--- src/rtl/adc_share_arbiter_pkg.sv ---
// tsc_pkg: shared state encoding and sizing constants for the ADC share arbiter
package tsc_pkg;
   localparam int NUM_CLIENTS = 4;
   localparam int ADC_DATA_W  = 8;
   typedef enum logic [1:0] {IDLE = 2'd0, REQ = 2'd1, DONE = 2'd2, GAP = 2'd3} state_t;
endpackage

--- src/rtl/adc_share_arbiter_if.sv ---
// adc_share_arbiter_if: client request/ack bus plus ADC pin handshake
interface adc_share_arbiter_if
   import tsc_pkg::*;
#(
   parameter int N_CLIENTS = NUM_CLIENTS,
   parameter int DATA_W    = ADC_DATA_W
);
   logic [N_CLIENTS-1:0] cli_req, cli_ack, cli_err;
   logic [DATA_W-1:0]    cli_dat, adc_dat;
   logic                 adc_req, adc_rdy, busy;
   modport master (output cli_req, adc_rdy, adc_dat, input cli_ack, cli_dat, cli_err, adc_req, busy);
   modport slave  (input cli_req, adc_rdy, adc_dat, output cli_ack, cli_dat, cli_err, adc_req, busy);
endinterface

--- src/rtl/adc_share_arbiter_rr_pick.sv ---
// rr_pick: combinational round-robin pick of the first request at/after ptr, wrapping
module rr_pick #(
   parameter int N = 4,
   localparam int IW = $clog2(N)
) (
   input  logic [N-1:0]  req,
   input  logic [IW-1:0] ptr,
   output logic [N-1:0]  gnt,
   output logic [IW-1:0] idx,
   output logic          valid
);
   logic [IW-1:0] j;
   always_comb begin
      idx = '0;
      j = '0;
      for (int i = N - 1; i >= 0; i--) begin
         j = IW'((int'(ptr) + i) % N);
         idx = req[j] ? j : idx;
      end
   end
   assign valid = |req;
   assign gnt = valid ? N'(1) << idx : '0;
endmodule

--- src/rtl/adc_share_arbiter.sv ---
// adc_share_arbiter: round-robin sharing of one ADC among capture clients; define ADC_TIMEOUT_EN to abort stuck conversions
module adc_share_arbiter
   import tsc_pkg::*;
#(
   parameter int N_CLIENTS   = NUM_CLIENTS,
   parameter int DATA_W      = ADC_DATA_W,
   parameter int GAP_CYC     = 1,
   parameter int TIMEOUT_CYC = 255
) (
   input logic clk,
   input logic reset,
   adc_share_arbiter_if.slave bus
);
   localparam int IW      = $clog2(N_CLIENTS);
   localparam int CNT_MAX = GAP_CYC > TIMEOUT_CYC ? GAP_CYC : TIMEOUT_CYC;
   localparam int CNT_W   = $clog2(CNT_MAX + 1) < 8 ? 8 : $clog2(CNT_MAX + 1);
   state_t state, state_n;
   logic [IW-1:0] rr_ptr, grant_id, pick_idx;
   logic [N_CLIENTS-1:0] pick_gnt, grant_oh;
   logic pick_v, tmo;
   logic [CNT_W-1:0] cnt;
   logic [DATA_W-1:0] dat_q;
   rr_pick #(.N(N_CLIENTS)) u_pick (
      .req(bus.cli_req),
      .ptr(rr_ptr),
      .gnt(pick_gnt),
      .idx(pick_idx),
      .valid(pick_v)
   );
`ifdef ADC_TIMEOUT_EN
   logic err_q;
   assign tmo = state == REQ && !bus.adc_rdy && int'(cnt) == TIMEOUT_CYC - 1;
   always_ff @(posedge clk or posedge reset)
      if (reset) err_q <= 1'b0;
      else err_q <= tmo;
   assign bus.cli_err = err_q ? grant_oh : '0;
`else
   assign tmo = 1'b0;
   assign bus.cli_err = '0;
`endif
   always_comb begin
      state_n = state;
      case (state)
         IDLE:    state_n = pick_v ? REQ : IDLE;
         REQ:     state_n = bus.adc_rdy ? DONE : (tmo ? GAP : REQ);
         DONE:    state_n = GAP;
         GAP:     state_n = (int'(cnt) + 1 >= GAP_CYC && !bus.adc_rdy) ? IDLE : GAP;
         default: state_n = IDLE;
      endcase
   end
   // cnt restarts on every state change; it times the gap and, optionally, the REQ wait
   always_ff @(posedge clk or posedge reset)
      if (reset) begin
         state    <= IDLE;
         rr_ptr   <= '0;
         grant_id <= '0;
         grant_oh <= '0;
         dat_q    <= '0;
         cnt      <= '0;
      end else begin
         state <= state_n;
         cnt   <= (state_n != state) ? '0 : (&cnt ? cnt : cnt + 1'b1);
         if (state == IDLE && pick_v) begin
            grant_id <= pick_idx;
            grant_oh <= pick_gnt;
         end
         if (state == REQ && bus.adc_rdy) dat_q <= bus.adc_dat;
         if (state == DONE || tmo) rr_ptr <= (grant_id == IW'(N_CLIENTS - 1)) ? '0 : grant_id + 1'b1;
      end
   assign bus.adc_req = state == REQ;
   assign bus.busy    = state != IDLE;
   assign bus.cli_ack = state == DONE ? grant_oh : '0;
   assign bus.cli_dat = dat_q;
endmodule

--- src/flat_wrapper.sv ---
// flat-port wrapper written by rule: the top's interface ports become plain ports
module adc_share_arbiter_flat import tsc_pkg::*;
#(
   parameter int N_CLIENTS   = NUM_CLIENTS,
   parameter int DATA_W      = ADC_DATA_W,
   parameter int GAP_CYC     = 1,
   parameter int TIMEOUT_CYC = 255
)
  (clk, reset, bus_cli_req, bus_adc_rdy, bus_adc_dat, bus_cli_ack, bus_cli_dat, bus_cli_err, bus_adc_req, bus_busy);
  adc_share_arbiter_if #(.N_CLIENTS(N_CLIENTS), .DATA_W(DATA_W)) bus_i ();
  input logic clk;
  input logic reset;
  input wire logic [$bits(bus_i.cli_req)-1:0] bus_cli_req;
  input wire logic [$bits(bus_i.adc_rdy)-1:0] bus_adc_rdy;
  input wire logic [$bits(bus_i.adc_dat)-1:0] bus_adc_dat;
  output wire logic [$bits(bus_i.cli_ack)-1:0] bus_cli_ack;
  output wire logic [$bits(bus_i.cli_dat)-1:0] bus_cli_dat;
  output wire logic [$bits(bus_i.cli_err)-1:0] bus_cli_err;
  output wire logic [$bits(bus_i.adc_req)-1:0] bus_adc_req;
  output wire logic [$bits(bus_i.busy)-1:0] bus_busy;
  assign bus_i.cli_req = bus_cli_req;
  assign bus_i.adc_rdy = bus_adc_rdy;
  assign bus_i.adc_dat = bus_adc_dat;
  assign bus_cli_ack = bus_i.cli_ack;
  assign bus_cli_dat = bus_i.cli_dat;
  assign bus_cli_err = bus_i.cli_err;
  assign bus_adc_req = bus_i.adc_req;
  assign bus_busy = bus_i.busy;
  adc_share_arbiter #(.N_CLIENTS(N_CLIENTS), .DATA_W(DATA_W), .GAP_CYC(GAP_CYC), .TIMEOUT_CYC(TIMEOUT_CYC)) u_core (.clk(clk), .reset(reset), .bus(bus_i));
endmodule
--- config.mk ---
export PLATFORM = sky130hd
export DESIGN_NAME = adc_share_arbiter_flat
export DESIGN_NICKNAME = d
export VERILOG_FILES = /design/src/rtl/adc_share_arbiter_pkg.sv /design/src/rtl/adc_share_arbiter_if.sv /design/src/rtl/adc_share_arbiter_rr_pick.sv /design/src/rtl/adc_share_arbiter.sv /design/src/flat_wrapper.sv
export SDC_FILE = /design/constraint.sdc
export NUM_CORES = 1
export LEC_CHECK = 0
export ABC_AREA = 0
export BUFFER_PORTS_ARGS = -buffer_cell sky130_fd_sc_hd__clkbuf_2
export CAP_MARGIN = 20
export CELL_PAD_IN_SITES_DETAIL_PLACEMENT = 0
export CELL_PAD_IN_SITES_GLOBAL_PLACEMENT = 1
export CORE_UTILIZATION = 40
export DETAILED_ROUTE_END_ITERATION = 10
export GPL_TIMING_DRIVEN = 0
export PLACE_DENSITY = 0.82
export SLEW_MARGIN = 20
export SYNTH_ARGS = -nofsm -noshare
export SYNTH_HDL_FRONTEND = slang
export SYNTH_SLANG_ARGS = --single-unit
--- constraint.sdc ---
create_clock -name clk -period 2.68 [get_ports clk]
set_clock_uncertainty 0.2 [all_clocks]
set_input_delay 0.268 -clock clk [delete_from_list [all_inputs] [get_ports clk]]
set_output_delay 0.268 -clock clk [all_outputs]
set_load 0.1 [all_outputs]
# Word-level counts from Yosys, hierarchy flattened
# Index checks and enable logic that the tools add are counted.
# word_totals
output_inout_bits	18
ff_bits	26
elab_cells	53
in_bits	15
# op_classes
shifts	1
n_addsub	6
n_reduce_logical	8
order_cmp	5
n_mux	21
n_eq_ne	6
# op_table
op	n
32-bit by 2-bit >= comparator with 1-bit output, second input constant	1
8-bit 2-to-1 mux	2
2-bit 2-to-1 mux	7
2-bit by 3-bit less-than comparator with 1-bit output, second input constant	4
8-bit by 1-bit adder with 9-bit output, second input constant	1
8-bit by 1-bit adder with 8-bit output, second input constant	1
1-bit binary-select mux with 2-bit select	4
4-bit 2-to-1 mux	2
2-bit one-hot mux with 4 select lines	1
8-bit AND reduction	1
2-bit equality test, second input constant	3
1-bit 2-to-1 mux	5
2-bit by 1-bit adder with 2-bit output, second input constant	2
2-bit adder, second input constant	2
4-bit OR reduction	1
1-bit by 2-bit << shifter with 4-bit output, first input constant	1
1-bit logical AND	3
2-bit by 1-bit equality test with 1-bit output, second input constant	1
2-bit zero test	1
2-bit by 1-bit != test with 1-bit output, second input constant	1
2-bit != test	1
2-bit nonzero test	1
1-bit zero test	1

# Logic depth before layout (Yosys ltp)
# Gate-level depths: netlist (run 1).
# depth
word_depth	9
ltp_mapped	7
mapped_depth_nobuf	6

# By module
# Synthesis (run 1) repeated with hierarchy kept, for this count alone.
# hier_totals
hier_cells	157
hier_area_um2	1521.5
# by_module_without_submodules
module	area_each_um2	seq_area_each_um2	n_inst	cells_each
adc_share_arbiter	1310.0	650.6	1	124
rr_pick	211.5	0.0	1	33

# Worst setup path after synthesis (run 1)
# OpenSTA, ideal clock, no wires.
# synth_timing
path_type	reg2reg
startpoint	register u_core.state[0]
endpoint	register u_core.cnt[2]
arrival_ns	2.747
path_slack_ns	-0.387
period_less_slack_ns	3.067
t_required_ns	2.360
path_stages_with_launch	6
path_cell_list	dfrtp_1 > nor2b_1 > nand2_1 > or3b_1 > buf_6 > nor2_1
# synth_between
elab_chain_cells	4
elab_cells_between_ends	8
classes_between	5 x eq/ne; 2 x mux; 1 x reduce/logical
# synth_rtl
element	line_no	source
start: declaration	adc_share_arbiter.sv:17	state_t state, state_n;
start signal: assignment	adc_share_arbiter.sv:61	state <= state_n;
2-bit by 1-bit equality test with 1-bit output (*)	-	
named net bus_adc_req	flat_wrapper.sv:19	output wire logic [$bits(bus_i.adc_req)-1:0] bus_adc_req;
2-bit one-hot mux with 4 select lines (*)	adc_share_arbiter.sv:43	case (state)
2-bit != test (*)	adc_share_arbiter.sv:62	cnt <= (state_n != state) ? '0 : (&cnt ? cnt : cnt + 1'b1);
2-bit by 1-bit != test with 1-bit output (no source line) or 8-bit 2-to-1 mux (tied branches)	-	
end signal: assignment	adc_share_arbiter.sv:62	
end: declaration	adc_share_arbiter.sv:21	logic [CNT_W-1:0] cnt;
# The timed path passes the listed nets; every way through them passes the cells marked *.
# A chain may end at the register's enable or synchronous reset.

# Worst setup path after layout (run 1)
# layout_timing
startpoint	register u_core.state[1]
endpoint	output bus_cli_ack[2]
# layout_between
elab_chain_cells	2
# layout_rtl
element	line_no	source
2-bit equality test	adc_share_arbiter.sv:72	assign bus.cli_ack = state == DONE ? grant_oh : '0;
4-bit 2-to-1 mux	adc_share_arbiter.sv:72	
end: declaration	flat_wrapper.sv:16	output wire logic [$bits(bus_i.cli_ack)-1:0] bus_cli_ack;
# No other way between the ends.

==> run_results.csv, run 1 <==
group,metric,value,unit
run_status,status,"finished, final reports clean",
clocking,root_buffer,"clkbuf_4",
yosys,synth-main-ff-cell,"dfrtp_1",
setup_path,crit_end,"bus_cli_ack[2]",
sta,worst_pin_slew,0.547,ns
yosys,avgSynthCellArea,10.4,sq um
setup_path,critPathKind,"register to output port",
floorplanning,fp.dieH,60.3,um
sta,final.period_utilization,0.842,
yosys,synth_top_area_cell,"dfrtp_1",
place,placed_area,1570,sq um
yosys,synth_cell_type_count,38,
setup_path,worstPathMaxFanout,7,
setup_path,reg2reg_to,"u_core.cnt[6]",
floorplanning,coreArea,3130,sq um
clocking,numCtsBuffers,3,
clocking,cts_max_level,1,
grt,antenna_found_initial,0,
clocking,worstSkewPairLatency,0.31,ns
finish,drive_gt1_frac,0.301,
clocking,post_cts_resized,0,
sta,slew_headroom,0.637,
place,io_buffer_count,28,
floorplanning,die_x,60.3,um
setup_path,cp.arrival,1.79,ns
drt,antenna_left,0,
yosys,synth_seq_cells,26,
floorplanning,rows,20,
sta,setup_tns,0,ns
sta,fin_crit,2.26,ns
setup_path,r2r-start,"u_core.cnt[0]",
yosys,synth_edf_count,0,
place,gp_congestion,0.708,
floorplanning,floorplan.initialDensity,0.434,
yosys,post-synth-top-count-cell,"dfrtp_1",
finish,fin_nets,195,
grt,grt_usage,0.166,
sta,final-max-slew-violation-count,0,
grt,gr-total-overflow,0,
yosys,synthArstFlopShare,1.00,
sta,rsz0062_at_grt,"false",
yosys,synth_common_cells,"dfrtp_1, nand2_1, nor2_1, mux2_2",
setup_path,crit_path_end_kind,"output port",
drt,drc,0,
setup_path,start_kind,"register",
setup_path,crit_chain,"inv_1, nor2_1, and2_1, clkbuf_2",
grt,grt_pass1_wl,4590,um
setup_path,cp_slowest_cell,"clkbuf_2",
clocking,clk_path_buf_depth,2,
drt,viasPerCell,4.83,
sta,hold_viol,0,
setup_path,cp.required,2.21,ns
drt,vias,1063,
finish,final_cell_area,1710,sq um
place,dp_hpwl,1840,um
yosys,synth_area_leaders,"dfrtp_1, mux2_2, nand2_1, nor2_1, ha_1",
worst_hold_path,hp-class,"input port to register",
drt,dr.pass1.iters,4,
finish,syn2layout_area_growth,25.8,%
grt,grt_pass1_vias,1069,
sta,setup_violations,0,
yosys,netlist_area,1360,sq um
grt,grt_max_degree,27,
floorplanning,dieArea,3630,sq um
drt,drtIter0Drc,39,
setup_path,rrSetupSlack,0.63,ns
clocking,cts.clk_slew.worst_paths,0.14,ns
yosys,ys.warnings.count,0,
setup_path,cpPeakStageDelay,0.45,ns
yosys,synth_seq_area_share,0.479,
sta,fmax,0.443,GHz
sta,whs,0.0205,ns
yosys,synth_cells,131,
setup_path,startpoint,"u_core.state[1]",
clocking,cts_setup_buffers,0,
setup_path,reg2reg_depth,7,
clocking,tritoncts,"built",
floorplanning,ioPinCount,33,
drt,wirelength,2620,um
clocking,clock_sinks,26,
drt,wl_per_cell,11.9,um
finish,diodes,0,
job,max_cap_viol_count,0,
yosys,yosysTopAreaCellShare,0.479,
==> cell usage in the layout (no fill, tap or decap), drive strengths merged, types with 3 or more instances in the layout <==
master,netlist,final
conb,1,4
o31ai,4,4
and2,5,5
o21ai,7,7
a211oi,3,3
mux2i,3,3
a21oi,6,6
nand2,13,13
ha,3,3
mux2,9,9
buf,5,6
dfrtp,26,26
clkbuf,2,34
dlygate4sd3,0,9
inv,7,6
nor2,11,11
==> worst max-delay path, delay by kind of cell, from the launching register on <==
family,cells,cell delay [ns]
buffers and inverters,2,0.54
flip-flops,1,0.44
AND/OR/NAND/NOR,2,0.50
==> metrics by stage <==
stage	utilization	instances	setup slack (ns)
finish	0.546	220	0.423
global route	0.546	220	0.261
CTS	0.541	219	0.381
detailed placement	0.501	206	0.667
global placement	0.501	206	0.691
floorplan	-	134	0.287
==> state kept, by name (all words and copies together), names as in the netlist <==
register            count
u_core.bus.cli_dat      8
u_core.cnt              8
u_core.grant_oh         4
u_core.grant_id         2
u_core.rr_ptr           2
u_core.state            2
==> what timing repair did <==
action | CTS | global route
hold endpoints to repair | 34 | 0
hold buffers | 9 | 0
setup endpoints to repair | 0 | 0
==> layout make-up <==
cell class / instances / area, sq um
buffer: 7 / 48.8
clock buffer: 4 / 36.3
fill: 273 / 1420
inverter: 7 / 26.3
multi-input combinational: 94 / 646
sequential: 26 / 651
tap: 44 / 55.1
timing repair buffer: 38 / 245
==> routing by layer <==
metal / up-vias / routed length (um) / global-route usage
li1: 543 / - / -
met1: 485 / 1220 / 0.224
met2: 33 / 1260 / 0.283
met3: 2 / 127 / 0.0260
met4: 0 / 15 / 0.0299
met5: - / 0 / 0
==> how the worst min path moves through the flow <==
stage / startpoint / endpoint / slack, ns / depth (start not counted)
after floorplan: reset / u_core.bus.cli_dat[0] / 0.11 / 1
after global placement: u_core.grant_oh[3] / u_core.grant_oh[3] / 0.25 / 2
after detailed placement: u_core.grant_oh[3] / u_core.grant_oh[3] / 0.26 / 2
after CTS: bus_adc_rdy / u_core.state[1] / 0.009 / 3
after global routing: bus_adc_rdy / u_core.state[1] / 0.01 / 3
final: bus_adc_rdy / u_core.state[1] / 0.02 / 3
==> cells by family (layout without fill, tap and decap cells) <==
kind of cell    Yosys count  count (layout)  synth area share
simple gates             44              44             0.171
compound gates           28              28             0.148
flops                    26              26             0.479
buf+inv                  14              56            0.0553
mux                      12              12            0.0968
fa+ha+maj                 3               3            0.0277
xor+xnor                  3               3            0.0194
other cells               1               4           0.00276
Power of run 1 is left out: the tool's default activity adds up to more than one toggle a clock period on the data nets, which glitch-free logic cannot reach.
==> run 2: changes to the inputs <==
CORE_UTILIZATION = 36   (was 40)
PLACE_DENSITY = 0.78   (was 0.82)
clock period = 2 ns   (was 2.68 ns; I/O delays follow)
==> run 2 against run 1 <==
Effect of this change: die area is 11% higher; final area is 8.3% higher; worst hold slack worse by 0.0036 ns; wire length is 3.9% higher; final cell count is 4.5% higher; global-route usage is 2.0 points lower; utilization is 1.3 points lower; via count is 4.0% higher; critical path type is now register to register; critical endpoint is now u_core.cnt[4]; highest routed layer unchanged.
==> run_results.csv, run 2 (synthesis results as in run 1) <==
group,metric,value,unit
place,dp_hpwl,1860,um
grt,grt_pass1_vias,1054,
pwr,comb_power_share,0.606,
sta,final.period_utilization,0.960,
sta,final-max-slew-violation-count,0,
clocking,clk_path_buf_depth,2,
pwr,power_frac_seq,0.284,
grt,grt_pass1_wl,4680,um
place,dp_cells,208,
floorplanning,die_x,63.4,um
drt,antenna_left,0,
pwr,ir_drop,0.00132,V
grt,grt_usage,0.147,
place,io_buffer_count,28,
pwr,pwr-share-clk,0.110,
drt,dr.pass1.iters,4,
sta,setup_tns,0,ns
setup_path,cp.required,1.99,ns
place,placed_area,1570,sq um
grt,gr-total-overflow,0,
setup_path,reg2reg_depth,7,
floorplanning,rows,21,
clocking,cts.clk_slew.worst_paths,0.09,ns
sta,whs,0.0168,ns
setup_path,crit_chain,"buf_4, ha_4, and2_4, a41oi_2, or3b_1, buf_6, a211oi_2",
finish,syn2layout_area_growth,36.2,%
setup_path,worstPathMaxFanout,8,
pwr,p_int,1.40,mW
clocking,clock_sinks,26,
setup_path,r2r-start,"u_core.cnt[0]",
pwr,total_power,3.05,mW
setup_path,cp.arrival,1.91,ns
sta,worst_pin_slew,0.551,ns
clocking,worstSkewPairLatency,0.27,ns
finish,fin_nets,203,
drt,drc,0,
pwr,powerDensity,1650,nW/um^2
setup_path,rrSetupSlack,0.08,ns
clocking,cts_max_level,1,
job,max_cap_viol_count,0,
finish,fin_util,0.533,
sta,setup_violations,0,
setup_path,cpPeakStageDelay,0.41,ns
pwr,power.switching,1.65,mW
sta,fmax,0.521,GHz
finish,fillCellCount,312,
floorplanning,dieArea,4020,sq um
worst_hold_path,hold_start,"bus_adc_rdy",
pwr,p_leak,0.856,nW
clocking,root_buffer,"clkbuf_8",
sta,slew_headroom,0.634,
grt,grt_util_met2,0.245,
place,preCtsSetupSlack,-0.0183,ns
grt,grtUsageMet1,0.192,
grt,grt_busiest_layer,"met2",
setup_path,crit_family,"simple AND/OR/NAND/NOR gates",
grt,grt_max_degree,27,
grt,antenna_found_initial,0,
drt,vias,1105,
worst_hold_path,min_path_cells,3,
setup_path,reg2reg_to,"u_core.cnt[4]",
drt,viasPerCell,4.80,
sta,rsz0062_at_grt,"true",
place,gp_congestion,0.813,
floorplanning,fp.dieH,63.4,um
sta,postLayoutSetupSlackWorst,0.0805,ns
grt,grtUsageMet3,0.0217,
drt,wirelength,2720,um
floorplanning,floorplan.initialDensity,0.391,
clocking,numCtsBuffers,3,
floorplanning,ioPinCount,33,
pwr,swShare,0.540,
setup_path,critPathKind,"register to register",
finish,layout_common_cells,"clkbuf_2, dfrtp_1, nand2_1, buf_4, nor2_1",
worst_hold_path,min_to,"u_core.state[1]",
setup_path,crit_buf_inv,2,
floorplanning,coreArea,3470,sq um
sta,fin_crit,1.92,ns
clocking,tritoncts,"built",
finish,diodes,0,
setup_path,start_kind,"register",
setup_path,cp_slowest_cell,"or3b_1",
setup_path,crit_path_end_kind,"register",
sta,hold_viol,0,
finish,finalNonFillerCells,230,
run_status,status,"finished, final reports clean",
finish,drive_gt1_frac,0.380,
worst_hold_path,hp-class,"input port to register",
finish,final_cell_area,1850,sq um
drt,drtIter0Drc,15,
drt,wl_per_cell,11.8,um
## run 2: cell type report
| type | count | area, sq um | area share |
|---|---|---|---|
| Sequential cell | 26 | 653 | 0.353 |
| Clock buffer | 4 | 55.1 | 0.0298 |
| Multi-Input combinational cell | 94 | 693 | 0.375 |
| Inverter | 7 | 26.3 | 0.0142 |
| Timing Repair Buffer | 46 | 315 | 0.171 |
| Tap cell | 46 | 57.6 | 0.0311 |
| Buffer | 7 | 48.8 | 0.0264 |
## run 2: power groups by stage
| stage | sequential (mW) | combinational, mW | clock (mW) |
|---|---|---|---|
| global route | 0.899 | 1.97 | 0.366 |
| finish | 0.867 | 1.85 | 0.334 |
| global placement | 0.868 | 1.70 | 0 |
| floorplan | 1.46 | 0.861 | 0 |
| detailed placement | 0.882 | 1.71 | 0 |
| CTS | 0.863 | 1.83 | 0.345 |
## run 2: layer usage
layer / share of wire / wire (um) / up-vias
met4: 0.013 / 34 / 0
met2: 0.48 / 1310 / 28
met5: 0 / 0 / -
li1: - / - / 556
met3: 0.029 / 78 / 4
met1: 0.48 / 1290 / 517
## run 2: worst max path at each step
stage | endpoint | cells after the start | slack [ns] | startpoint
2_1_floorplan | u_core.cnt[2] | 5 | 0.008 | u_core.state[0]
3_3_place_gp | u_core.cnt[4] | 7 | 0.009 | u_core.cnt[0]
3_5_place_dp | u_core.cnt[6] | 7 | -0.02 | u_core.cnt[0]
4_1_cts | u_core.cnt[6] | 7 | 0.002 | u_core.cnt[0]
5_1_grt | u_core.cnt[4] | 7 | -0.005 | u_core.cnt[0]
6_report | u_core.cnt[4] | 7 | 0.08 | u_core.cnt[0]
## run 2: worst register-to-register path: cells and delay by family (launching register included)
kind / cells / cell delay, ns
AND/OR/NAND/NOR: 2 / 0.57
AO/OA/AOI/OAI: 2 / 0.25
buffers and inverters: 2 / 0.30
adder cells (fa/ha/maj): 1 / 0.14
flip-flops: 1 / 0.38
## run 2: what timing repair did
item                                   4_1_cts  5_1_grt
endpoints found under the hold margin       34        0
pin swaps                                    4        3
gates resized for setup                      7        9
setup endpoints to repair                    7       12
hold buffers                                 9        0
buffers inserted                             5        3
No activity file was read; power rests on OpenSTA's default activity.
==> run 3: changes to the inputs <==
CORE_UTILIZATION = 40   (was 36)
PLACE_DENSITY = 0.85   (was 0.78)
clock period = 2.1 ns   (was 2 ns; I/O delays follow)
==> run 3 against run 2 <==
Effect of this change: worst setup slack improved by 0.039 ns; critical path type unchanged; clock-buffer cell count unchanged; non-clock buffer count decreased by 7.
==> run_results.csv, run 3 (synthesis results as in run 1) <==
group,metric,value,unit
run_status,status,"finished, final reports clean",
setup_path,crit_chain,"inv_1, ha_2, nor4_4, a41oi_2, or3b_1, buf_6, a211oi_2",
sta,final-max-slew-violation-count,0,
grt,grt_max_degree,27,
floorplanning,ioPinCount,33,
clocking,tritoncts,"built",
sta,fin_crit,1.98,ns
worst_hold_path,min_path_cells,3,
grt,grt_pass1_vias,1041,
place,gp_congestion,0.819,
sta,slew_headroom,0.393,
drt,wirelength,2590,um
setup_path,cp.required,2.15,ns
floorplanning,rows,20,
grt,gr-total-overflow,0,
place,io_buffer_count,28,
floorplanning,coreArea,3130,sq um
job,max_cap_viol_count,0,
floorplanning,fp.dieH,60.3,um
finish,layout_commonest_cell,"dfrtp_1",
sta,setup_violations,0,
finish,layout_common_cells,"dfrtp_1, clkbuf_2, nand2_1, nor2_1, dlygate4sd3_1",
grt,grt_pass1_wl,4560,um
setup_path,cpPeakStageDelay,0.45,ns
place,preCtsSetupSlack,0.0746,ns
sta,final.period_utilization,0.943,
setup_path,cp_slowest_cell,"dfrtp_1",
setup_path,worstPathMaxFanout,8,
finish,diodes,0,
finish,syn2layout_area_growth,28.6,%
clocking,cts_max_level,1,
worst_hold_path,hp-class,"input port to register",
drt,antenna_left,0,
sta,hold_viol,0,
grt,grt_usage,0.171,
floorplanning,dieArea,3630,sq um
setup_path,rrSetupSlack,0.12,ns
grt,antenna_found_initial,0,
clocking,clock_sinks,26,
setup_path,crit_path_end_kind,"register",
drt,viasPerCell,4.89,
drt,wl_per_cell,11.7,um
drt,drc,0,
sta,fmax,0.505,GHz
sta,setup_tns,0,ns
worst_hold_path,min_to,"u_core.grant_oh[3]",
floorplanning,floorplan.initialDensity,0.434,
sta,rsz0062_at_grt,"false",
sta,whs,0.0634,ns
clocking,worstSkewPairLatency,0.33,ns
finish,fin_nets,196,
finish,drive_gt1_frac,0.328,
clocking,numCtsBuffers,3,
worst_hold_path,hold_start,"bus_cli_req[1]",
drt,vias,1081,
setup_path,r2r-start,"u_core.cnt[1]",
sta,worst_pin_slew,0.905,ns
setup_path,reg2reg_to,"u_core.cnt[6]",
setup_path,reg2reg_depth,7,
sta,postLayoutSetupSlackWorst,0.120,ns
clocking,cts.clk_slew.worst_paths,0.15,ns
setup_path,start_kind,"register",
clocking,root_buffer,"clkbuf_4",
clocking,clk_path_buf_depth,2,
floorplanning,die_x,60.3,um
drt,drtIter0Drc,14,
place,dp_hpwl,1860,um
finish,fin_util,0.558,
setup_path,critPathKind,"register to register",
drt,dr.pass1.iters,4,
setup_path,cp.arrival,2.04,ns
[run 3: cell types whose count changed in the layout (fill, tap and decap cells not counted), moves of 2 or more]
cell and change:
clkbuf_8 -3, buf_4 -6, clkbuf_4 +2, ha_4 -2
[run 3: critical path: cells and delay by family (launching register included)]
| kind | cells | cell delay [ns] |
|---|---|---|
| fa+ha+maj | 1 | 0.18 |
| buf+inv | 2 | 0.22 |
| flops | 1 | 0.45 |
| compound gates | 2 | 0.29 |
| simple gates | 2 | 0.57 |
[run 3: stage by stage]
stage	cell area, sq um	instances
final	1750	221
after global routing	1750	221
after CTS	1720	220
after detailed placement	1570	206
after global placement	1570	206
after floorplan	1380	134
[run 3: layout make-up]
type / instances / area [sq um]
buffer: 7 / 48.8
clock buffer: 4 / 36.3
fill: 273 / 1380
inverter: 7 / 26.3
multi-input combinational: 94 / 669
sequential: 26 / 652
tap: 44 / 55.1
timing repair buffer: 39 / 258
[run 3: repair_timing]
item                                    CTS  global route
buffers inserted                          0             1
hold endpoints to repair                 35             0
resized for setup                         5             6
hold buffers                             10             0
endpoints found under the setup margin    4             9
[run 3: worst max-delay path by stage]
stage	to	slack [ns]	startpoint	cells past startpoint
detailed placement	u_core.cnt[6]	0.07	u_core.cnt[0]	7
finish	u_core.cnt[6]	0.12	u_core.cnt[1]	7
global placement	u_core.cnt[4]	0.11	u_core.cnt[0]	7
global route	bus_cli_ack[1]	0.01	u_core.state[1]	4
floorplan	u_core.grant_id[0]	0.01	u_core.state[1]	4
CTS	u_core.cnt[4]	0.04	u_core.cnt[0]	7
[run 3: routing by layer]
metal  vias up  GRT usage  wire length (um)
met1       505      0.213              1190
met2        32      0.292              1240
met5         -          0                 0
met4         0     0.0698                42
li1        539          -                 -
met3         5     0.0260               123
Power of run 3 is left out for the same reason.
